[src/rtl/cnn_layer_accel_weight_seq_walker_if.sv]
// -----------------------------------------------------------------------------
// cnn_layer_accel_weight_seq_walker_if
//
// Bundles the control, table-read and weight-address stream signals of the
// weight-sequence walker.
//   master : the walker itself (drives busy/done, table read request and the
//            weight-address stream).
//   slave  : the environment (layer controller, sequence table, weight-RAM
//            read port).
//
// Signals
//   start, num_kernels, wht_base_addr : walk request from the layer controller
//   busy, done                        : walk status back to the controller
//   tbl_rdAddr, tbl_rden              : sequence-table read request
//   tbl_dout0, tbl_dout1              : table data, valid the cycle after rden
//   wht_addr0/1, wht_valid, wht_last  : weight-address pair stream
//   wht_ready                         : downstream accept
//   seq_err                           : sticky range-error flag
// -----------------------------------------------------------------------------
interface cnn_layer_accel_weight_seq_walker_if #(
  parameter int C_NUM_SEQ        = 5,
  parameter int C_SEQ_WIDTH      = 4,
  parameter int C_KRNL_CNT_WIDTH = 10,
  parameter int C_WHT_ADDR_WIDTH = 16
);
  localparam int C_TBL_ADDR_W = (C_NUM_SEQ > 1) ? $clog2(C_NUM_SEQ) : 1;

  logic                        start;
  logic [C_KRNL_CNT_WIDTH-1:0] num_kernels;
  logic [C_WHT_ADDR_WIDTH-1:0] wht_base_addr;
  logic                        busy;
  logic                        done;
  logic [C_TBL_ADDR_W-1:0]     tbl_rdAddr;
  logic                        tbl_rden;
  logic [C_SEQ_WIDTH-1:0]      tbl_dout0;
  logic [C_SEQ_WIDTH-1:0]      tbl_dout1;
  logic [C_WHT_ADDR_WIDTH-1:0] wht_addr0;
  logic [C_WHT_ADDR_WIDTH-1:0] wht_addr1;
  logic                        wht_valid;
  logic                        wht_ready;
  logic                        wht_last;
  logic                        seq_err;

  modport master (
    input  start, num_kernels, wht_base_addr, tbl_dout0, tbl_dout1, wht_ready,
    output busy, done, tbl_rdAddr, tbl_rden, wht_addr0, wht_addr1, wht_valid,
           wht_last, seq_err
  );

  modport slave (
    output start, num_kernels, wht_base_addr, tbl_dout0, tbl_dout1, wht_ready,
    input  busy, done, tbl_rdAddr, tbl_rden, wht_addr0, wht_addr1, wht_valid,
           wht_last, seq_err
  );
endinterface

[src/rtl/cnn_layer_accel_weight_seq_walker.sv]
// -----------------------------------------------------------------------------
// cnn_layer_accel_weight_seq_walker
//
// Walks the weight-sequence table once per kernel and turns every table entry
// pair into two weight-RAM addresses:
//   wht_addrN = base + kernel * C_KRNL_SIZE + tbl_doutN   (mod 2^C_WHT_ADDR_WIDTH)
// Table reads have one cycle of latency; returned data is converted and pushed
// into a 2-entry FIFO whose head drives the valid/ready address stream.
//
// Ports
//   clk, rst : clock and synchronous active-high reset
//   bus      : master side of cnn_layer_accel_weight_seq_walker_if
//
// Build option
//   CNN_LAYER_ACCEL_WHT_SEQ_RANGE_CHECK_EN : when defined, table offsets
//   >= C_KRNL_SIZE are replaced by 0 and raise a sticky seq_err (cleared by
//   the next accepted start). When undefined, seq_err is tied to 0.
// -----------------------------------------------------------------------------
module cnn_layer_accel_weight_seq_walker #(
  parameter int C_NUM_SEQ        = 5,
  parameter int C_SEQ_WIDTH      = 4,
  parameter int C_KRNL_SIZE      = 9,
  parameter int C_KRNL_CNT_WIDTH = 10,
  parameter int C_WHT_ADDR_WIDTH = 16
) (
  input  logic                                 clk,
  input  logic                                 rst,
  cnn_layer_accel_weight_seq_walker_if.master  bus
);

  localparam int C_TBL_ADDR_W = (C_NUM_SEQ > 1) ? $clog2(C_NUM_SEQ) : 1;
  localparam int C_CALC_W     = C_WHT_ADDR_WIDTH + C_KRNL_CNT_WIDTH + 4;

  typedef enum logic [1:0] {S_IDLE, S_RUN, S_DRAIN, S_DONE} state_t;

  state_t                      state_q, state_d;
  logic [C_KRNL_CNT_WIDTH-1:0] num_kernels_q, num_kernels_d;
  logic [C_WHT_ADDR_WIDTH-1:0] base_q, base_d;
  logic [C_TBL_ADDR_W-1:0]     entry_q, entry_d;
  logic [C_KRNL_CNT_WIDTH-1:0] kernel_q, kernel_d;
  logic                        start_acc;

  // One-stage tag pipe travelling alongside the table read.
  logic                        inflight_q;
  logic [C_KRNL_CNT_WIDTH-1:0] tag_kernel_q;
  logic                        tag_last_q;

  // Output FIFO (2 entries).
  logic [C_WHT_ADDR_WIDTH-1:0] addr0_mem_q [2];
  logic [C_WHT_ADDR_WIDTH-1:0] addr1_mem_q [2];
  logic                        last_mem_q  [2];
  logic                        wr_ptr_q, rd_ptr_q;
  logic [1:0]                  count_q;

  logic                        push, pop, rden, last_rd;
  logic [2:0]                  occupancy;
  logic [C_SEQ_WIDTH-1:0]      off0, off1;
  logic [C_CALC_W-1:0]         krnl_off;
  logic [C_WHT_ADDR_WIDTH-1:0] push_addr0, push_addr1;

  assign pop  = (count_q != 2'd0) && bus.wht_ready;
  assign push = inflight_q;

  // Entries already held plus the read still returning, minus the one leaving
  // now: issuing only while this is below 2 guarantees the FIFO cannot overflow
  // and still allows one read per cycle when the stream is flowing.
  assign occupancy = 3'(count_q) + 3'(inflight_q) - 3'(pop);
  assign rden      = (state_q == S_RUN) && (occupancy < 3'd2);
  assign last_rd   = (entry_q == C_TBL_ADDR_W'(C_NUM_SEQ - 1)) &&
                     (kernel_q == num_kernels_q - C_KRNL_CNT_WIDTH'(1));

  // ---------------------------------------------------------------------------
  // Offset range check
  // ---------------------------------------------------------------------------
`ifdef CNN_LAYER_ACCEL_WHT_SEQ_RANGE_CHECK_EN
  logic bad0, bad1;
  logic err_mem_q [2];
  logic seq_err_q;

  assign bad0 = C_CALC_W'(bus.tbl_dout0) >= C_CALC_W'(C_KRNL_SIZE);
  assign bad1 = C_CALC_W'(bus.tbl_dout1) >= C_CALC_W'(C_KRNL_SIZE);
  assign off0 = bad0 ? '0 : bus.tbl_dout0;
  assign off1 = bad1 ? '0 : bus.tbl_dout1;

  // The flag rises in the same cycle the offending pair is accepted, then
  // holds until the next accepted start.
  assign bus.seq_err = seq_err_q | (pop & err_mem_q[rd_ptr_q]);

  always_ff @(posedge clk) begin
    if (rst) begin
      seq_err_q <= 1'b0;
      err_mem_q <= '{default: 1'b0};
    end else begin
      if (push)
        err_mem_q[wr_ptr_q] <= bad0 | bad1;
      if (start_acc)
        seq_err_q <= 1'b0;
      else if (pop && err_mem_q[rd_ptr_q])
        seq_err_q <= 1'b1;
    end
  end
`else
  assign off0        = bus.tbl_dout0;
  assign off1        = bus.tbl_dout1;
  assign bus.seq_err = 1'b0;
`endif

  // Computed wide, then truncated: addresses wrap modulo 2^C_WHT_ADDR_WIDTH.
  assign krnl_off   = C_CALC_W'(tag_kernel_q) * C_CALC_W'(C_KRNL_SIZE);
  assign push_addr0 = C_WHT_ADDR_WIDTH'(C_CALC_W'(base_q) + krnl_off + C_CALC_W'(off0));
  assign push_addr1 = C_WHT_ADDR_WIDTH'(C_CALC_W'(base_q) + krnl_off + C_CALC_W'(off1));

  // ---------------------------------------------------------------------------
  // FSM and walk counters
  // ---------------------------------------------------------------------------
  always_comb begin
    // NOTE: every signal gets a default before the case so no path can leave
    // it unassigned and infer a latch.
    state_d       = state_q;
    num_kernels_d = num_kernels_q;
    base_d        = base_q;
    entry_d       = entry_q;
    kernel_d      = kernel_q;
    start_acc     = 1'b0;

    case (state_q)
      S_IDLE: begin
        if (bus.start) begin
          start_acc     = 1'b1;
          num_kernels_d = bus.num_kernels;
          base_d        = bus.wht_base_addr;
          entry_d       = '0;
          kernel_d      = '0;
          state_d       = (bus.num_kernels == '0) ? S_DONE : S_RUN;
        end
      end
      S_RUN: begin
        if (rden) begin
          if (last_rd) begin
            state_d = S_DRAIN;
          end else if (entry_q == C_TBL_ADDR_W'(C_NUM_SEQ - 1)) begin
            entry_d  = '0;
            kernel_d = kernel_q + C_KRNL_CNT_WIDTH'(1);
          end else begin
            entry_d = entry_q + C_TBL_ADDR_W'(1);
          end
        end
      end
      S_DRAIN: begin
        // Leave as the final pair is accepted so done follows it by one cycle.
        if (!inflight_q && (count_q == 2'(pop)))
          state_d = S_DONE;
      end
      S_DONE:  state_d = S_IDLE;
      default: state_d = S_IDLE;
    endcase
  end

  always_ff @(posedge clk) begin
    // NOTE: sequential state uses non-blocking assignments so every register
    // samples pre-edge values regardless of statement order.
    if (rst) begin
      state_q       <= S_IDLE;
      num_kernels_q <= '0;
      base_q        <= '0;
      entry_q       <= '0;
      kernel_q      <= '0;
      inflight_q    <= 1'b0;
      tag_kernel_q  <= '0;
      tag_last_q    <= 1'b0;
    end else begin
      state_q       <= state_d;
      num_kernels_q <= num_kernels_d;
      base_q        <= base_d;
      entry_q       <= entry_d;
      kernel_q      <= kernel_d;
      inflight_q    <= rden;
      if (rden) begin
        tag_kernel_q <= kernel_q;
        tag_last_q   <= last_rd;
      end
    end
  end

  // ---------------------------------------------------------------------------
  // Output FIFO
  // ---------------------------------------------------------------------------
  always_ff @(posedge clk) begin
    if (rst) begin
      // NOTE: the storage is reset because its head drives wht_addr0/1
      // directly and those outputs must read 0 out of reset.
      addr0_mem_q <= '{default: '0};
      addr1_mem_q <= '{default: '0};
      last_mem_q  <= '{default: 1'b0};
      wr_ptr_q    <= 1'b0;
      rd_ptr_q    <= 1'b0;
      count_q     <= 2'd0;
    end else begin
      if (push) begin
        addr0_mem_q[wr_ptr_q] <= push_addr0;
        addr1_mem_q[wr_ptr_q] <= push_addr1;
        last_mem_q[wr_ptr_q]  <= tag_last_q;
        wr_ptr_q              <= ~wr_ptr_q;
      end
      if (pop)
        rd_ptr_q <= ~rd_ptr_q;
      count_q <= count_q + 2'(push) - 2'(pop);
    end
  end

  assign bus.busy       = (state_q != S_IDLE);
  assign bus.done       = (state_q == S_DONE);
  assign bus.tbl_rden   = rden;
  assign bus.tbl_rdAddr = entry_q;
  assign bus.wht_valid  = (count_q != 2'd0);
  assign bus.wht_addr0  = addr0_mem_q[rd_ptr_q];
  assign bus.wht_addr1  = addr1_mem_q[rd_ptr_q];
  assign bus.wht_last   = last_mem_q[rd_ptr_q] & bus.wht_valid;

endmodule
[src/flat_wrapper.sv]
// flat-port wrapper written by rule: the top's interface ports become plain ports
module cnn_layer_accel_weight_seq_walker_flat 
#(
  parameter int C_NUM_SEQ        = 5,
  parameter int C_SEQ_WIDTH      = 4,
  parameter int C_KRNL_SIZE      = 9,
  parameter int C_KRNL_CNT_WIDTH = 10,
  parameter int C_WHT_ADDR_WIDTH = 16
)
  (clk, rst, bus_start, bus_num_kernels, bus_wht_base_addr, bus_tbl_dout0, bus_tbl_dout1, bus_wht_ready, bus_busy, bus_done, bus_tbl_rdAddr, bus_tbl_rden, bus_wht_addr0, bus_wht_addr1, bus_wht_valid, bus_wht_last, bus_seq_err);
  cnn_layer_accel_weight_seq_walker_if #(.C_NUM_SEQ(C_NUM_SEQ), .C_SEQ_WIDTH(C_SEQ_WIDTH), .C_KRNL_CNT_WIDTH(C_KRNL_CNT_WIDTH), .C_WHT_ADDR_WIDTH(C_WHT_ADDR_WIDTH)) bus_i ();
  input  logic clk;
  input  logic rst;
  input wire logic [$bits(bus_i.start)-1:0] bus_start;
  input wire logic [$bits(bus_i.num_kernels)-1:0] bus_num_kernels;
  input wire logic [$bits(bus_i.wht_base_addr)-1:0] bus_wht_base_addr;
  input wire logic [$bits(bus_i.tbl_dout0)-1:0] bus_tbl_dout0;
  input wire logic [$bits(bus_i.tbl_dout1)-1:0] bus_tbl_dout1;
  input wire logic [$bits(bus_i.wht_ready)-1:0] bus_wht_ready;
  output wire logic [$bits(bus_i.busy)-1:0] bus_busy;
  output wire logic [$bits(bus_i.done)-1:0] bus_done;
  output wire logic [$bits(bus_i.tbl_rdAddr)-1:0] bus_tbl_rdAddr;
  output wire logic [$bits(bus_i.tbl_rden)-1:0] bus_tbl_rden;
  output wire logic [$bits(bus_i.wht_addr0)-1:0] bus_wht_addr0;
  output wire logic [$bits(bus_i.wht_addr1)-1:0] bus_wht_addr1;
  output wire logic [$bits(bus_i.wht_valid)-1:0] bus_wht_valid;
  output wire logic [$bits(bus_i.wht_last)-1:0] bus_wht_last;
  output wire logic [$bits(bus_i.seq_err)-1:0] bus_seq_err;
  assign bus_i.start = bus_start;
  assign bus_i.num_kernels = bus_num_kernels;
  assign bus_i.wht_base_addr = bus_wht_base_addr;
  assign bus_i.tbl_dout0 = bus_tbl_dout0;
  assign bus_i.tbl_dout1 = bus_tbl_dout1;
  assign bus_i.wht_ready = bus_wht_ready;
  assign bus_busy = bus_i.busy;
  assign bus_done = bus_i.done;
  assign bus_tbl_rdAddr = bus_i.tbl_rdAddr;
  assign bus_tbl_rden = bus_i.tbl_rden;
  assign bus_wht_addr0 = bus_i.wht_addr0;
  assign bus_wht_addr1 = bus_i.wht_addr1;
  assign bus_wht_valid = bus_i.wht_valid;
  assign bus_wht_last = bus_i.wht_last;
  assign bus_seq_err = bus_i.seq_err;
  cnn_layer_accel_weight_seq_walker #(.C_NUM_SEQ(C_NUM_SEQ), .C_SEQ_WIDTH(C_SEQ_WIDTH), .C_KRNL_SIZE(C_KRNL_SIZE), .C_KRNL_CNT_WIDTH(C_KRNL_CNT_WIDTH), .C_WHT_ADDR_WIDTH(C_WHT_ADDR_WIDTH)) u_core (.clk(clk), .rst(rst), .bus(bus_i));
endmodule
[config.mk]
export PLATFORM = sky130hd
export DESIGN_NAME = cnn_layer_accel_weight_seq_walker_flat
export DESIGN_NICKNAME = d
export VERILOG_FILES = /design/src/rtl/cnn_layer_accel_weight_seq_walker_if.sv /design/src/rtl/cnn_layer_accel_weight_seq_walker.sv /design/src/flat_wrapper.sv
export SDC_FILE = /design/constraint.sdc
export NUM_CORES = 1
export LEC_CHECK = 0
export CAP_MARGIN = 10
export CELL_PAD_IN_SITES_DETAIL_PLACEMENT = 2
export CELL_PAD_IN_SITES_GLOBAL_PLACEMENT = 2
export CORE_MARGIN = 3
export CORE_UTILIZATION = 29
export CTS_BUF_LIST = sky130_fd_sc_hd__clkbuf_4
export CTS_CLUSTER_SIZE = 24
export DETAILED_ROUTE_END_ITERATION = 8
export PLACE_DENSITY = 0.8
export SLEW_MARGIN = 30
export SYNTH_ARGS = -nofsm -noshare
export SYNTH_HDL_FRONTEND = slang
export SYNTH_SLANG_ARGS = --single-unit
[constraint.sdc]
create_clock -name clk -period 12.6 [get_ports clk]
set_clock_uncertainty 0.1 [all_clocks]
set_input_delay 3.78 -clock clk [delete_from_list [all_inputs] [get_ports clk]]
set_output_delay 3.78 -clock clk [all_outputs]
set_load 0.02 [all_outputs]
# Word-level counts from Yosys, hierarchy flattened
# Cells that the tools add are included.
[totals]
register_bits = 123
in_bits = 38
elab_cells = 96
[op_classes]
addsub = 10
mul = 1
magnitude_cmp = 4
eq_ne = 12
mux = 32
n_bitwise = 5
n_reduce_logical = 15
[op_table]
columns = ["cell", "n"]
rows = [
  ["16-bit two-way mux", 7],
  ["32-bit bitwise mux", 2],
  ["10-bit two-way mux", 4],
  ["16-bit by 4-bit adder with 16-bit output", 2],
  ["10-bit case mux with 2 select lines", 1],
  ["16-bit by 14-bit adder with 16-bit output", 1],
  ["16-bit demux with 1-bit select", 1],
  ["10-bit by 4-bit multiplier with 14-bit output, second input constant", 1],
  ["3-bit two-way mux", 4],
  ["10-bit by 1-bit adder with 10-bit output, second input constant", 1],
  ["10-bit equality test", 1],
  ["10-bit logical NOT", 1],
  ["2-bit two-way mux", 5],
  ["10-bit by 1-bit subtractor with 10-bit output, second input constant", 1],
  ["2-bit != test, second input constant", 4],
  ["2-bit case mux with 4 select lines", 1],
  ["4-bit AND reduction", 2],
  ["3-bit case mux with 2 select lines", 1],
  ["2-bit nonzero test", 3],
  ["1-bit logical AND", 5],
  ["5-bit AND reduction", 1],
  ["2-bit equality test, second input constant", 2],
  ["2-bit >= comparator, second input constant", 2],
  ["1-bit two-way mux", 4],
  ["19 further kinds", 22],
]

# Depth between registers and ports, before layout
# Gate-level depths: netlist of the first run.
[logic_depth]
ltp_word = 7
depth_mapped = 15

# Worst setup path after synthesis of the first run
# No wires, ideal clock.
[synth_timing]
path_kind = "input to output"
startpoint = "input port bus_wht_ready"
endpoint = "output port bus_tbl_rden"
arrival_ps = 5754
slack_ps = 2966
path_stages = 11
path_buffers = 1
path_cell_list = "and2_1 -> ha_1 -> inv_1 -> ha_1 -> inv_1 -> fa_1 -> xnor2_1 -> and2_1 -> nand2_1 -> inv_1 -> clkbuf_1"
[synth_between]
elab_chain_cells = 4
[synth_rtl]
columns = ["element", "line", "text"]
rows = [
  ["from (decl)", "flat_wrapper.sv:19", "input wire logic [$bits(bus_i.wht_ready)-1:0] bus_wht_ready;"],
  ["1-bit logical AND", "cnn_layer_accel_weight_seq_walker.sv:61", "assign pop = (count_q != 2'd0) && bus.wht_ready;"],
  ["3-bit by 1-bit subtractor with 3-bit output", "cnn_layer_accel_weight_seq_walker.sv:67", "assign occupancy = 3'(count_q) + 3'(inflight_q) - 3'(pop);"],
  ["3-bit by 2-bit < comparator with 1-bit output", "cnn_layer_accel_weight_seq_walker.sv:68", "assign rden = (state_q == S_RUN) && (occupancy < 3'd2);"],
  ["1-bit logical AND", "cnn_layer_accel_weight_seq_walker.sv:68", ""],
  ["to (decl)", "flat_wrapper.sv:23", "output wire logic [$bits(bus_i.tbl_rden)-1:0] bus_tbl_rden;"],
]
# No other way between the ends.

# Worst setup path in the final report of the first run
[layout_timing]
startpoint = "input port bus_wht_ready"
endpoint = "output port bus_tbl_rden"
[layout_between]
elab_chain_cells = 4
[layout_rtl]
columns = ["element", "line", "text"]
rows = [
  ["1-bit logical AND", "cnn_layer_accel_weight_seq_walker.sv:61", ""],
  ["via u_core.pop", "cnn_layer_accel_weight_seq_walker.sv:55", "logic push, pop, rden, last_rd;"],
  ["3-bit by 1-bit subtractor with 3-bit output", "cnn_layer_accel_weight_seq_walker.sv:67", ""],
  ["3-bit by 2-bit < comparator with 1-bit output", "cnn_layer_accel_weight_seq_walker.sv:68", ""],
  ["1-bit logical AND", "cnn_layer_accel_weight_seq_walker.sv:68", ""],
]
# The timed path passes the listed nets, and every way through them passes these cells.

==> results.toml, run 1 <==
[finish]
seqCellArea_um2 = 2462
drive_gt1_share_pct = 11.21
fillers = 2836
multiInputGateArea_um2 = 4436
finalNonFillerCells = 1253
synthToLayoutAreaGrowth_pct = 18.77
final_nets = 1010

[clock_network]
cts_resized = 0
cts.sinks = 123
post_cts_buffers = 0
htree_levels = 4
root_buffer = "clkbuf_4"
worstSkewPairLatency_ns = 0.57
numCtsBuffers = 17
cts.path.max_buffers = 2
cts_tree = "done"
clk_pin_slew_ns = 0.10
holdBufCountCts = 0

[worst_hold_path]
hold_path_startpoint = "u_core.base_q[7]"
min_to = "u_core.base_q[7]"
hold_depth = 2
hp-class = "flop to flop"

[synth]
ys_warn_count = 0
postSynthAreaPerCell_um2 = 8.461
ys_types = 69
syn_nets = 949
ys_ff_latch = 123
async_reset_ff_share_pct = 0
ys.flop_type = "dfxtp_1"
syn_inst = 855
synth_edf_count = 0
seq_area_frac_synth_pct = 34.04
mappedNetlistArea_um2 = 7234

[die]
ios = 79
die_height_um = 163.9
initial_core_util_pct = 29.66
die_w_um = 163.9
design.core.area_um2 = 24390
num_rows = 57
die_area_um2 = 26880

[pwr]
p_leak_uw = 0.003330
seqPwrFrac_pct = 39.1
power_frac_comb_pct = 36.2
ir_worst_vdd_uv = 60.19
switching_share_pct = 38.42
power_per_cell_area_nw_per_um2 = 137.9
cell_internal_pwr_uw = 729.8
clkPwrFrac_pct = 24.7
net-switching-power_uw = 455.2
total_power_uw = 1185

[place]
gp_congestion = 0.7669
place_inst = 1221
port_buffers = 77
hpwl_mm = 16.19

[drt]
finalWirelength_mm = 21.96
via_count = 6381
wl_per_cell_um = 17.53
drt_iter0_drc = 190
ant_nets = 0
drc = 0
drtPass1Iterations = 4
via_per_inst = 5.093

[timing]
worstMarginPinSlew_ns = 0.9326
setup_violations = 0
rsz0062_at_grt = "false"
fmax_mhz = 90.47
setup_tns_ns = 0
hold_violations = 0
drv_slew = 0
min_period_over_period_pct = 87.73
holdWs_ns = 0.3640
slew_headroom_pct = 37.83
period_needed_ns = 11.05

[worst_setup_path]
arrival_ns = 7.17
reg2reg_depth = 11
r2r_start = "u_core.tag_kernel_q[1]"
r2r-end = "u_core.addr0_mem_q[15]"
critical_path_class = "input pin to primary output"
cp_data_required_time_ns = 8.72
path_max_fanout = 14
worstSetupEndpointType = "primary output"
critPathLaunchType = "input pin"
rrSetupSlack_ns = 8.54

[global_route]
grt_overflow = 0
use_met1_pct = 22.13
use_met2_pct = 29.13
grtUsageMet3_pct = 3.354
antenna_found_initial = 1
grt-busiest-layer = "met2"
grt_max_degree = 79
grt_pass1_wl_mm = 36.71
grt_use_total_pct = 17.09
grt_pass1_vias = 6987

[job]
cap_viol_max_count = 0

[run_status]
status = "finished, final reports clean"
## cell usage after synthesis, drive strengths merged (10+ instances only)
master / instances / area share [%]
nor3: 14 / 1.3
xor2: 13 / 1.6
a21oi: 76 / 5.3
nor2: 44 / 2.3
ha: 45 / 7.8
fa: 11 / 3.0
nand3: 10 / 0.69
nor4: 10 / 1.2
nand4: 11 / 0.95
a21o: 15 / 1.6
xnor2: 35 / 4.2
mux2: 32 / 5.0
inv: 53 / 2.7
dfxtp: 123 / 34
clkbuf: 35 / 1.8
or3: 10 / 0.86
a22o: 15 / 1.8
nand2: 142 / 7.4
o21ai: 40 / 3.0
a211oi: 16 / 1.7
## worst max path at each step
stage               depth (start not counted)            to           from  slack, ns
floorplan                                  11  bus_tbl_rden  bus_wht_ready       2.97
global placement                           12  bus_tbl_rden  bus_wht_ready       1.69
detailed placement                         12  bus_tbl_rden  bus_wht_ready       1.53
CTS                                        12  bus_tbl_rden  bus_wht_ready       1.52
global route                               12  bus_tbl_rden  bus_wht_ready       1.26
finish                                     12  bus_tbl_rden  bus_wht_ready       1.55
## cell type report
cell class              count  area share [%]
clock buffers              19           1.660
diodes                      1         0.02912
clock inverters            12           1.646
well taps                 324           4.718
flip-flops and latches    123           28.66
repair buffers             82           9.349
inverters                  53           2.315
multi-input cells         639           51.62
## critical path: stages
cell             delay [ns]
clkdlybuf4s50_1        0.47
and2_1                 0.18
ha_1                   0.25
inv_1                  0.07
ha_1                   0.14
inv_1                  0.05
fa_1                   0.38
xnor2_1                0.19
and2_1                 0.25
nand2_1                0.32
inv_1                  0.40
clkdlybuf4s50_1        0.70
## layer usage
metal	vias to the layer above	part of all wire [%]
li1	3104	-
met1	3157	47
met2	96	49
met3	24	3.1
met4	0	1.3
met5	-	0
## layout by cell type, fill, tap and decap left out, types with 4 or more instances in the layout
cell             synthesis  layout
or3_1                   10      10
clkbuf_4                 0      19
fa_1                    11      11
clkdlybuf4s50_1          0      76
buf_4                    2       5
mux2_2                  32      32
nor3_1                  12      12
a21oi_1                 76      75
xnor2_1                 35      35
mux2i_1                  7       7
nand4_1                 11      11
xor2_1                  13      13
and3_1                   6       6
a22o_1                  15      15
a21o_1                  15      15
and2_1                   7       6
a211oi_1                15      15
nand3_1                 10      10
nor2b_1                  5       5
o21a_1                   4       4
ha_1                    45      45
or2_2                    7       7
inv_1                   53      53
dfxtp_1                123     123
nor4_1                   7       7
nand2b_1                 9       9
nand2_1                142     141
o21ai_0                 35      35
nor2_1                  43      42
clkinv_4                 0       5
a31o_2                   7       7
## state kept, by name (all words and copies together) (netlist names)
name and cells:
u_core.tag_kernel_q 10, u_core.base_q 16, u_core.addr1_mem_q 32, u_core.tag_last_q 1
u_core.wr_ptr_q 1, u_core.count_q 2, u_core.rd_ptr_q 1, u_core.kernel_q 10
u_core.bus.tbl_rdAddr 3, u_core.inflight_q 1, u_core.state_q 2, u_core.last_mem_q 2
u_core.addr0_mem_q 32, u_core.num_kernels_q 10
## power groups by stage
stage               Clock (µW)  Sequential (µW)  Combinational, µW
floorplan                    0              461                286
global placement             0              470                416
detailed placement           0              473                432
CTS                        304              464                436
global route               321              470                476
finish                     293              463                429
## logic make-up (layout without fill, tap and decap cells)
logic type | Yosys count | after routing | synth area share (%)
simple gates | 291 | 291 | 19.58
compound gates | 204 | 204 | 18.80
flops | 123 | 123 | 34.04
buf+inv | 93 | 166 | 4.946
fa+ha+maj | 56 | 56 | 10.83
xor+xnor | 48 | 48 | 5.811
mux | 39 | 39 | 5.950
other cells | 1 | 2 | 0.05184
## per-stage QoR
step           worst slack (ns)  cell area (µm²)  utilization, %
2_1_floorplan             2.966             7234               -
3_3_place_gp              1.695             8295           34.01
3_5_place_dp              1.530             8305           34.05
4_1_cts                   1.518             8589           35.22
5_1_grt                   1.263             8592           35.23
6_report                  1.546             8592           35.23
Power figures use the tool's default switching activity.
==> inputs of run 2 (changes only) <==
--- a/config.mk
+++ b/config.mk
@@ -8,7 +8,7 @@
 export CAP_MARGIN = 10
 export CELL_PAD_IN_SITES_DETAIL_PLACEMENT = 2
 export CELL_PAD_IN_SITES_GLOBAL_PLACEMENT = 2
-export CORE_MARGIN = 3
+export CORE_MARGIN = 2
 export CORE_UTILIZATION = 29
 export CTS_BUF_LIST = sky130_fd_sc_hd__clkbuf_4
 export CTS_CLUSTER_SIZE = 24
==> run 2 against run 1 <==
  * Cell count is the same
  * Non-clock buffer count is 1 lower
  * Clock power increased by 40%
  * Global-route usage decreased by 0.14 points
  * Via count up 0.14%
  * Core utilization is 0.54 points higher
  * Highest routed layer unchanged
==> results.toml, run 2 (synthesis results as in run 1) <==
[drt]
via_count = 6390
drc = 0
via_per_inst = 5.100
ant_nets = 0
drt_iter0_drc = 268
finalWirelength_mm = 21.98
wl_per_cell_um = 17.54
drtPass1Iterations = 5

[die]
design.core.area_um2 = 24390
die_w_um = 161.9
die_area_um2 = 26230
ios = 79
die_height_um = 161.9
initial_core_util_pct = 29.66
num_rows = 57

[clock_network]
cts_tree = "done"
clk_pin_slew_ns = 0.12
cts_resized = 0
holdBufCountCts = 0
cts.path.max_buffers = 2
numCtsBuffers = 17
worstSkewPairLatency_ns = 0.56
htree_levels = 4
cts.sinks = 123
post_cts_buffers = 0
root_buffer = "clkbuf_4"

[global_route]
grt_max_degree = 61
grt_overflow = 0
grt_pass1_wl_mm = 35.36
grt_pass1_vias = 6810
antenna_found_initial = 1
grt_use_total_pct = 16.95

[worst_setup_path]
r2r-end = "u_core.addr1_mem_q[30]"
startpoint = "bus_wht_ready"
rrSetupSlack_ns = 8.46
r2r_start = "u_core.tag_kernel_q[4]"
reg2reg_depth = 11
cp-endpoint = "bus_tbl_rden"
path_max_fanout = 14
critical_path_class = "input pin to primary output"
worstSetupEndpointType = "primary output"
critPathLaunchType = "input pin"
arrival_ns = 7.19
cp_data_required_time_ns = 8.72

[timing]
rsz0062_at_grt = "false"
drv_slew = 0
holdWs_ns = 0.3639
slew_headroom_pct = 42.68
setup_violations = 0
period_needed_ns = 11.07
setup_slack_ns = 1.527
hold_violations = 0
min_period_over_period_pct = 87.88
worstMarginPinSlew_ns = 0.8569
setup_tns_ns = 0
fmax_mhz = 90.31

[finish]
final_nets = 1009
fillers = 2787
final_cell_mix = "nand2_1, dfxtp_1, clkdlybuf4s50_1"
mostFrequentLayoutCell = "nand2_1"
drive_gt1_share_pct = 11.21
final_core_util_pct = 35.77
synthToLayoutAreaGrowth_pct = 20.60
finalInstanceArea_um2 = 8725
largest_registers = "u_core.addr0_mem_q x32, u_core.addr1_mem_q x32, u_core.base_q x16"

[place]
place_ws_ns = 1.510
place_area_um2 = 8295
port_buffers = 77
gp_congestion = 0.7610
hpwl_mm = 15.93

[run_status]
status = "finished, final reports clean"

[job]
cap_viol_max_count = 0

[pwr]
ir_worst_vdd_uv = 60.09
power_per_cell_area_nw_per_um2 = 149.1
p_leak_uw = 0.003394

[worst_hold_path]
hp-class = "flop to flop"
run 2: per-stage QoR:
step	power, µW	cells
floorplan	747.0	855
global placement	882.8	1220
detailed placement	902.0	1220
CTS	1319	1252
global route	1378	1253
finish	1301	1253
run 2: where the power goes:
| group | internal, µW | total, µW | switching, µW |
|---|---|---|---|
| registers | 430 | 463 | 32.5 |
| logic | 176 | 428 | 252 |
| clock network | 238 | 410 | 172 |
run 2: critical path: stages:
cell	delay (ns)
clkdlybuf4s50_1	0.42
and2_1	0.17
ha_1	0.29
inv_1	0.06
ha_1	0.14
inv_1	0.05
fa_1	0.38
xnor2_1	0.23
and2_1	0.27
nand2_1	0.31
inv_1	0.39
clkdlybuf4s50_1	0.71
run 2: final cells by class:
cell class                 instances  area (µm²)  share of cell area, %
antenna                            1       2.502                0.02868
inverter                          53       198.9                  2.280
clock buffer                      17       127.6                  1.463
clock inverter                    15       292.8                  3.356
multi-input combinational        639        4439                  50.88
timing repair buffer              81       795.8                  9.121
sequential                       123        2462                  28.22
tap                              324       405.4                  4.646
run 2: worst min path at each step:
stage | start | to | slack (ns) | cells past startpoint
after floorplan | u_core.addr0_mem_q[10] | u_core.addr0_mem_q[10] | 0.32 | 2
after global placement | u_core.addr0_mem_q[10] | u_core.addr0_mem_q[10] | 0.33 | 2
after detailed placement | u_core.addr1_mem_q[6] | u_core.addr1_mem_q[6] | 0.34 | 2
after CTS | u_core.addr1_mem_q[20] | u_core.addr1_mem_q[20] | 0.37 | 2
after global routing | u_core.addr0_mem_q[19] | u_core.addr0_mem_q[19] | 0.38 | 2
final | u_core.addr1_mem_q[6] | u_core.addr1_mem_q[6] | 0.36 | 2
run 2: metal layers:
layer,vias to the layer above,wire (µm),share of wire [%],global-route usage (%)
met2,92,10640,48,29.65
li1,3113,-,-,-
met3,23,663,3.0,2.886
met1,3162,10410,47,21.54
met4,0,265,1.2,4.586
met5,-,0,0,0
